===== config.mk =====
export PLATFORM = sky130hd
export DESIGN_NAME = icon_update_ctrl
export DESIGN_NICKNAME = d
export VERILOG_FILES = /design/src/rtl/icon_update_ctrl.sv
export SDC_FILE = /design/constraint.sdc
export NUM_CORES = 1
export LEC_CHECK = 0
export ABC_CLOCK_PERIOD_IN_PS = 2180
export CORE_MARGIN = 1.5
export CORE_UTILIZATION = 30
export DETAILED_ROUTE_END_ITERATION = 12
export MAX_ROUTING_LAYER = met4
export PLACE_DENSITY = 0.63
export SETUP_SLACK_MARGIN = 0.4
export SLEW_MARGIN = 20
export SYNTH_ARGS = -nofsm -noshare
export SYNTH_HDL_FRONTEND = slang
export SYNTH_SLANG_ARGS = --single-unit

===== constraint.sdc =====
create_clock -name clk -period 2.18 [get_ports clk]
set_clock_uncertainty 0.2 [all_clocks]
set_input_delay 0.545 -clock clk [delete_from_list [all_inputs] [get_ports clk]]
set_output_delay 0.545 -clock clk [all_outputs]
set_load 0.03 [all_outputs]

===== src/rtl/icon_update_ctrl.sv =====
// Frame-synchronous icon location/orientation update controller with animation frame index.
// Optional PEND watchdog is built when ICON_UPD_WDOG_EN is defined.
//
// state  | meaning
// IDLE   | waiting for updReq, shadow register free
// PEND   | update held in shadow, waiting for blanking start (or watchdog)
// COMMIT | live location just updated from shadow, ack next cycle
// ACK    | updAck/clamped valid, returns to IDLE
module icon_update_ctrl #(
    parameter int V_ACTIVE    = 480,
    parameter int MAX_LOC     = 112,
    parameter int RESET_X     = 64,
    parameter int RESET_Y     = 64,
    parameter int ANIM_DIV    = 8,
    parameter int WDOG_CYCLES = 840000
) (
    input  logic       clk,
    input  logic       reset,
    input  logic [9:0] pixCol,
    input  logic [9:0] pixRow,
    input  logic       updReq,
    input  logic [7:0] newLocX,
    input  logic [7:0] newLocY,
    input  logic [2:0] newOrient,
    output logic       updBusy,
    output logic       updAck,
    output logic       clamped,
    output logic [7:0] locX,
    output logic [7:0] locY,
    output logic [2:0] orient,
    output logic       frameTick,
    output logic [1:0] animFrame
);

    typedef enum logic [1:0] {IDLE, PEND, COMMIT, ACK} state_t;

    localparam logic [9:0] V_ACT_ROW = 10'(V_ACTIVE);
    localparam logic [7:0] MAX8      = 8'(MAX_LOC);
    localparam logic [7:0] ANIM_LAST = 8'(ANIM_DIV - 1);

    state_t     state;
    logic [7:0] shadowX;
    logic [7:0] shadowY;
    logic [2:0] shadowOrient;
    logic [7:0] frameCnt;
    logic       blankStart;
    logic       commitNow;

    assign blankStart = (pixRow == V_ACT_ROW) && (pixCol == 10'd0);

`ifdef ICON_UPD_WDOG_EN
    localparam logic [19:0] WDOG_LAST = 20'(WDOG_CYCLES - 1);

    logic [19:0] wdogCnt;
    logic        wdogExpired;

    assign wdogExpired = (wdogCnt == WDOG_LAST);
    assign commitNow   = blankStart || wdogExpired;

    always_ff @(posedge clk) begin
        if (reset || state != PEND) begin
            wdogCnt <= '0;
        end else if (!commitNow) begin
            wdogCnt <= wdogCnt + 20'd1;
        end
    end
`else
    // Without the watchdog this term is constant 0; PEND waits for blanking only.
    localparam logic WDOG_NEVER = (WDOG_CYCLES < 0);

    assign commitNow = blankStart || WDOG_NEVER;
`endif

    always_ff @(posedge clk) begin
        if (reset) begin
            state        <= IDLE;
            updBusy      <= 1'b0;
            updAck       <= 1'b0;
            clamped      <= 1'b0;
            locX         <= 8'(RESET_X);
            locY         <= 8'(RESET_Y);
            orient       <= 3'd0;
            shadowX      <= 8'd0;
            shadowY      <= 8'd0;
            shadowOrient <= 3'd0;
        end else begin
            updAck <= 1'b0;
            case (state)
                IDLE: begin
                    if (updReq) begin
                        shadowX      <= newLocX;
                        shadowY      <= newLocY;
                        shadowOrient <= newOrient;
                        updBusy      <= 1'b1;
                        state        <= PEND;
                    end
                end
                PEND: begin
                    // Live values load on the edge leaving PEND so they are visible during COMMIT.
                    if (commitNow) begin
                        locX    <= (shadowX > MAX8) ? MAX8 : shadowX;
                        locY    <= (shadowY > MAX8) ? MAX8 : shadowY;
                        orient  <= shadowOrient;
                        clamped <= (shadowX > MAX8) || (shadowY > MAX8);
                        state   <= COMMIT;
                    end
                end
                COMMIT: begin
                    updAck <= 1'b1;
                    state  <= ACK;
                end
                ACK: begin
                    updBusy <= 1'b0;
                    state   <= IDLE;
                end
                default: state <= IDLE;
            endcase
        end
    end

    always_ff @(posedge clk) begin
        if (reset) begin
            frameTick <= 1'b0;
            frameCnt  <= 8'd0;
            animFrame <= 2'd0;
        end else begin
            frameTick <= blankStart;
            if (frameTick) begin
                if (frameCnt == ANIM_LAST) begin
                    frameCnt  <= 8'd0;
                    animFrame <= animFrame + 2'd1;
                end else begin
                    frameCnt <= frameCnt + 8'd1;
                end
            end
        end
    end

endmodule


==> flow_summary.json, run 1 <==
{
  "grt_max_degree": 37,
  "ys.flop_type": "dfxtp_1",
  "placed_area_um2": 3219,
  "io_buffers": 66,
  "cap_violations": 0,
  "drtPass1Iterations": 4,
  "worstPathRequired_ns": 2.17,
  "drt_iter0_drc": 122,
  "ir_worst_vdd_uv": 443.3,
  "seq_area_um2": 1085,
  "drc": 0,
  "place_congestion": 0.8056,
  "track_usage": 0.1434,
  "antennaDiodeCount": 0,
  "grt_pass1_wl_mm": 9.535,
  "htree_levels": 2,
  "ios": 67,
  "clockBufferDepth": 2,
  "clk_pin_slew_ns": 0.11,
  "grt_pass1_vias": 2091,
  "hpwl_mm": 4.124,
  "hold_viol_final": 0,
  "synth_common_cells": "dfxtp_1, nand2_1, a21oi_1",
  "async_reset_ff_frac": 0,
  "antenna_found_initial": 0,
  "die_y_um": 91.48,
  "synth-seq-area-share": 0.4603,
  "finalInstanceArea_um2": 3580,
  "area_growth_pct": 52.42,
  "synth_cell_types": 35,
  "finalCritPeriodShare": 0.8055,
  "wire_per_inst_um": 13.18,
  "cts_root_buf": "clkbuf_8",
  "rsz0062_at_grt": "true",
  "synth_cells": 259,
  "cts_hold_buf": 0,
  "grt_overflow_total": 0,
  "hold_class": "reg2reg",
  "synth_edf_count": 0,
  "clock.fmax_mhz": 569.5,
  "dieWidth_um": 91.48,
  "end_kind": "register",
  "syn-cell-area_um2": 2349,
  "synth-seq-cells": 54,
  "crit_arrival_ns": 1.75,
  "yosysWarningCount": 0,
  "status": "completed",
  "cts_buffers": 5,
  "finalPower_w": 0.002374,
  "period_needed_ns": 1.756,
  "critPathLaunchType": "input port",
  "multi_input_area_um2": 1355,
  "drv_slew": 0,
  "initial_core_util": 0.3071,
  "clk_latency_ns": 0.31,
  "placed_cells": 431,
  "max_slew_margin": 0.7514,
  "p_leak_nw": 1.337,
  "fillers": 740,
  "row_count": 32,
  "wl_mm": 5.999,
  "ys_top_cells_by_area": "dfxtp_1, a21oi_1, nand2_1",
  "drive_gt1_frac": 0.3371,
  "fin_nets": 400,
  "stdcell_count": 455,
  "hold_ws_ns": 0.2629,
  "power_density_nw_per_um2": 663.2,
  "dieArea_um2": 8368,
  "synth_fp_nets": 307,
  "cts.sinks": 54,
  "yosys.area.top_type": "dfxtp_1",
  "tritoncts": "yes",
  "core_um2": 7647,
  "yosysTopAreaCellShare": 0.4603,
  "crit_type": "in2reg",
  "vias": 2174,
  "vias_per_cell": 4.778,
  "syn_area_per_cell_um2": 9.068,
  "crit_fanout": 4,
  "synth_most_common_cell": "dfxtp_1",
  "worst_slew_pin_slew_ns": 0.3701,
  "detail-route-antenna-nets": 0,
  "setup_viol": 0
}
per-layer routing:
metal	routed length, um	vias to the layer above	GRT usage
met5	0	-	-
li1	-	1095	-
met4	76	0	0.04167
met2	2960	66	0.2363
met1	2648	1003	0.1774
met3	313	10	0.02848
area by class of cell:
cell class,instances,share of cell area
clock buffer,5,0.01922
clock inverter,3,0.008039
inverter,2,0.002097
multi-input combinational,187,0.3785
sequential,54,0.3030
tap,102,0.03565
timing repair buffer,102,0.2534
cell usage in the layout (no fill, tap or decap), types with 4 or more instances in the layout:
master,count
dfxtp_1,51
nand2_1,44
a21oi_1,35
buf_4,26
clkdlybuf4s50_1,21
clkbuf_2,20
nor2_1,15
nand4_1,11
clkdlybuf4s15_2,11
o21ai_1,9
nor4_4,6
ha_1,6
dlygate4sd2_1,6
nor3_2,5
xnor2_1,5
nand2b_1,5
clkbuf_8,5
buf_2,5
xor2_1,4
nand3_1,4
buf_6,4
state kept, by name (all words and copies together), names as in the netlist:
register,count
frameCnt,8
state,2
animFrame,2
updAck,1
shadowOrient,3
shadowX,8
orient,3
updBusy,1
locY,8
clamped,1
locX,8
shadowY,8
frameTick,1
final timing paths:
check	slack, ns	end	start	depth (start not counted)
worst min register to register	0.26	shadowOrient[0]	shadowOrient[0]	2
worst min-delay path	0.26	shadowOrient[0]	shadowOrient[0]	2
worst max-delay path	0.42	locX[5]	pixCol[6]	6
worst max register to register	0.43	clamped	shadowY[0]	4
kinds of logic (layout without fill, tap and decap cells):
kind of cell,Yosys count,count (layout),synth area share
AOI/OAI and AO/OA,56,56,0.1337
muxes,3,3,0.01279
and+or+nand+nor,112,113,0.2818
DFF,54,54,0.4603
buffers and inverters,19,112,0.04582
adders and majority gates,6,6,0.03197
xor gates and xnor gates,9,9,0.03356
through the flow:
step	TNS [ns]	utilization	worst slack, ns
3_3_place_gp	-3.607	0.4210	-0.2026
6_report	0	0.4681	0.4239
4_1_cts	0	0.4447	0.3908
5_1_grt	0	0.4681	0.3703
3_5_place_dp	-4.177	0.4210	-0.2337
2_1_floorplan	0	-	0.3826
report_power, final:
part           switching (W)  internal (W)
registers           0.000106       0.00108
logic               0.000311      0.000285
clock network       0.000354      0.000241
total               0.000771       0.00160
what timing repair did:
action                                  in CTS  in global routing
resized for setup                          109                 65
setup buffers                                2                 11
endpoints found under the setup margin      47                 41
pin swaps                                   11                 27
cloned                                       0                  3
critical path, cell delays in order:
cell and delay (ns):
clkdlybuf4s15_1 0.19, nor4_4 0.36, nand3_4 0.17, buf_4 0.20, nor4_2 0.23, nor3_2 0.06
Power figures use the tool's default switching activity.
==> run 2: changes to the inputs <==
ABC_CLOCK_PERIOD_IN_PS = 1600   (was 2180)
PLACE_DENSITY = 0.65   (was 0.63)
clock period = 1.6 ns   (was 2.18 ns; I/O delays follow)
==> run 2 against run 1 <==
The flow now finishes with violations (setup timing); via count grew 19%; power up 74%; sequential share of layout area fell by 6.9 points.
==> flow_summary.json, run 2 (synthesis results as in run 1) <==
{
  "crit_type": "reg2reg",
  "reg2reg_slack_ns": -0.15,
  "finalCritPeriodShare": 1.092,
  "grt_overflow_total": 0,
  "comb_power_share": 0.402,
  "vias": 2587,
  "crit_arrival_ns": 1.79,
  "area_growth_pct": 105.5,
  "wire_per_inst_um": 17.98,
  "initial_core_util": 0.3071,
  "cap_violations": 0,
  "hold_class": "in2reg",
  "dieArea_um2": 8368,
  "ff2ff_path_depth": 4,
  "wl_mm": 9.222,
  "place_congestion": 0.7980,
  "failed_checks": "setup timing",
  "critPathLaunchType": "register",
  "final_util": 0.6311,
  "worst_slew_pin_slew_ns": 0.4766,
  "period_needed_ns": 1.748,
  "cts_root_buf": "clkbuf_8",
  "placed_area_um2": 3362,
  "crit_fanout": 5,
  "antennaDiodeCount": 0,
  "p_sw_frac": 0.3584,
  "htree_levels": 2,
  "clock.fmax_mhz": 572.2,
  "tritoncts": "yes",
  "drc": 0,
  "status": "finished, violations left",
  "end_kind": "register",
  "r2r-end": "locX[1]",
  "layout.cells.most_common": "buf_4",
  "p_seq_frac": 0.395,
  "hpwl_mm": 4.269,
  "track_usage": 0.2007,
  "fin_nets": 458,
  "setup_viol": 20,
  "finalInstanceArea_um2": 4826,
  "dieWidth_um": 91.48,
  "power_density_nw_per_um2": 856.6,
  "grt_pass1_vias": 2564,
  "cts.sinks": 54,
  "cts_hold_buf": 0,
  "p_int_w": 0.002653,
  "core_um2": 7647,
  "hold_viol_final": 0,
  "row_count": 32,
  "layout_setup_ws_ns": -0.1475,
  "drive_gt1_frac": 0.6983,
  "drtPass1Iterations": 5,
  "cts_buffers": 5,
  "hold_depth": 5,
  "p_leak_nw": 1.848,
  "mostFrequentLayoutCells": "buf_4, buf_6, dfxtp_2",
  "worstPathRequired_ns": 1.64,
  "worstHoldEndpoint": "frameTick",
  "rsz0062_at_grt": "true",
  "cp_cell_sequence": "or4_4, a41oi_4, nand4_1, a21oi_1",
  "io_buffers": 66,
  "min_from": "pixRow[1]",
  "drt_iter0_drc": 128,
  "clockBufferDepth": 2,
  "hold_ws_ns": 0.2816,
  "clkPwrFrac": 0.203,
  "crit_slowest_cell": "or4_4",
  "grt_pass1_wl_mm": 12.61,
  "detail-route-antenna-nets": 0,
  "ios": 67,
  "ir_worst_vdd_uv": 431.2,
  "clk_pin_slew_ns": 0.12,
  "max_slew_margin": 0.6819,
  "reg2reg_from": "shadowX[3]",
  "antenna_found_initial": 0,
  "grt_max_degree": 22,
  "clk_latency_ns": 0.32,
  "drv_slew": 0,
  "die_y_um": 91.48,
  "switching_power_w": 0.001482,
  "max_stage_delay_ns": 0.55,
  "vias_per_cell": 5.043
}
run 2: cell count changes in the layout (fill, tap and decap cells not counted), moves of 24 or more:
cell / change
nand2_1: -26
buf_6: +43
buf_4: +28
dfxtp_1: -29
a21oi_1: -24
dfxtp_2: +26
run 2: worst max path at each step:
| stage | cells past startpoint | from | slack [ns] | end |
|---|---|---|---|---|
| after floorplan | 6 | pixCol[8] | -0.03 | locY[1] |
| after global placement | 6 | pixCol[0] | -0.61 | clamped |
| after detailed placement | 6 | pixCol[0] | -0.64 | locX[6] |
| after CTS | 4 | shadowY[0] | -0.06 | locY[2] |
| after global routing | 4 | shadowX[3] | -0.19 | locX[2] |
| final | 4 | shadowX[3] | -0.15 | locX[1] |
run 2: power groups by stage:
| stage | Combinational, W | Clock [W] | Sequential, W |
|---|---|---|---|
| after floorplan | 0.000545 | 0 | 0.00161 |
| after global placement | 0.000859 | 0 | 0.00160 |
| after detailed placement | 0.000882 | 0 | 0.00161 |
| after CTS | 0.00145 | 0.000827 | 0.00161 |
| after global routing | 0.00174 | 0.000907 | 0.00164 |
| final | 0.00166 | 0.000839 | 0.00163 |
run 2: area by class of cell:
type                    instances  area, um^2
fillers                       571        2821
well taps                     102       127.6
inverters                       2       12.51
repair buffers                158        1737
clock inverters                 3       26.28
flip-flops and latches         54        1129
clock buffers                   5       68.82
multi-input cells             189        1725
run 2: what timing repair did:
| item | CTS | global route |
|---|---|---|
| gates cloned | 12 | 0 |
| pin swaps | 57 | 27 |
| buffers inserted | 36 | 19 |
| gates resized for setup | 210 | 58 |
| setup endpoints to repair | 79 | 79 |
run 2: critical path, delay by kind of cell, from the launching register on:
family             cells  cell delay (ns)
and+or+nand+nor        2             0.71
AOI/OAI and AO/OA      2             0.42
DFF                    1             0.34
run 2: per-stage QoR:
stage	std cells	total power (W)	worst slack, ns	TNS (ns)
floorplan	259	0.002158	-0.03061	-0.4289
global placement	438	0.002461	-0.6132	-14.33
detailed placement	438	0.002487	-0.6430	-15.77
CTS	494	0.003895	-0.05795	-0.3976
global route	513	0.004293	-0.1890	-2.817
finish	513	0.004134	-0.1475	-1.372
run 2: layer usage:
layer  track usage  share of wire  up-vias
met5             -              0        -
met4       0.06771          0.038        0
met3       0.04523          0.048       36
met2        0.3532           0.53       95
met1        0.2227           0.39     1236
li1              -              -     1220
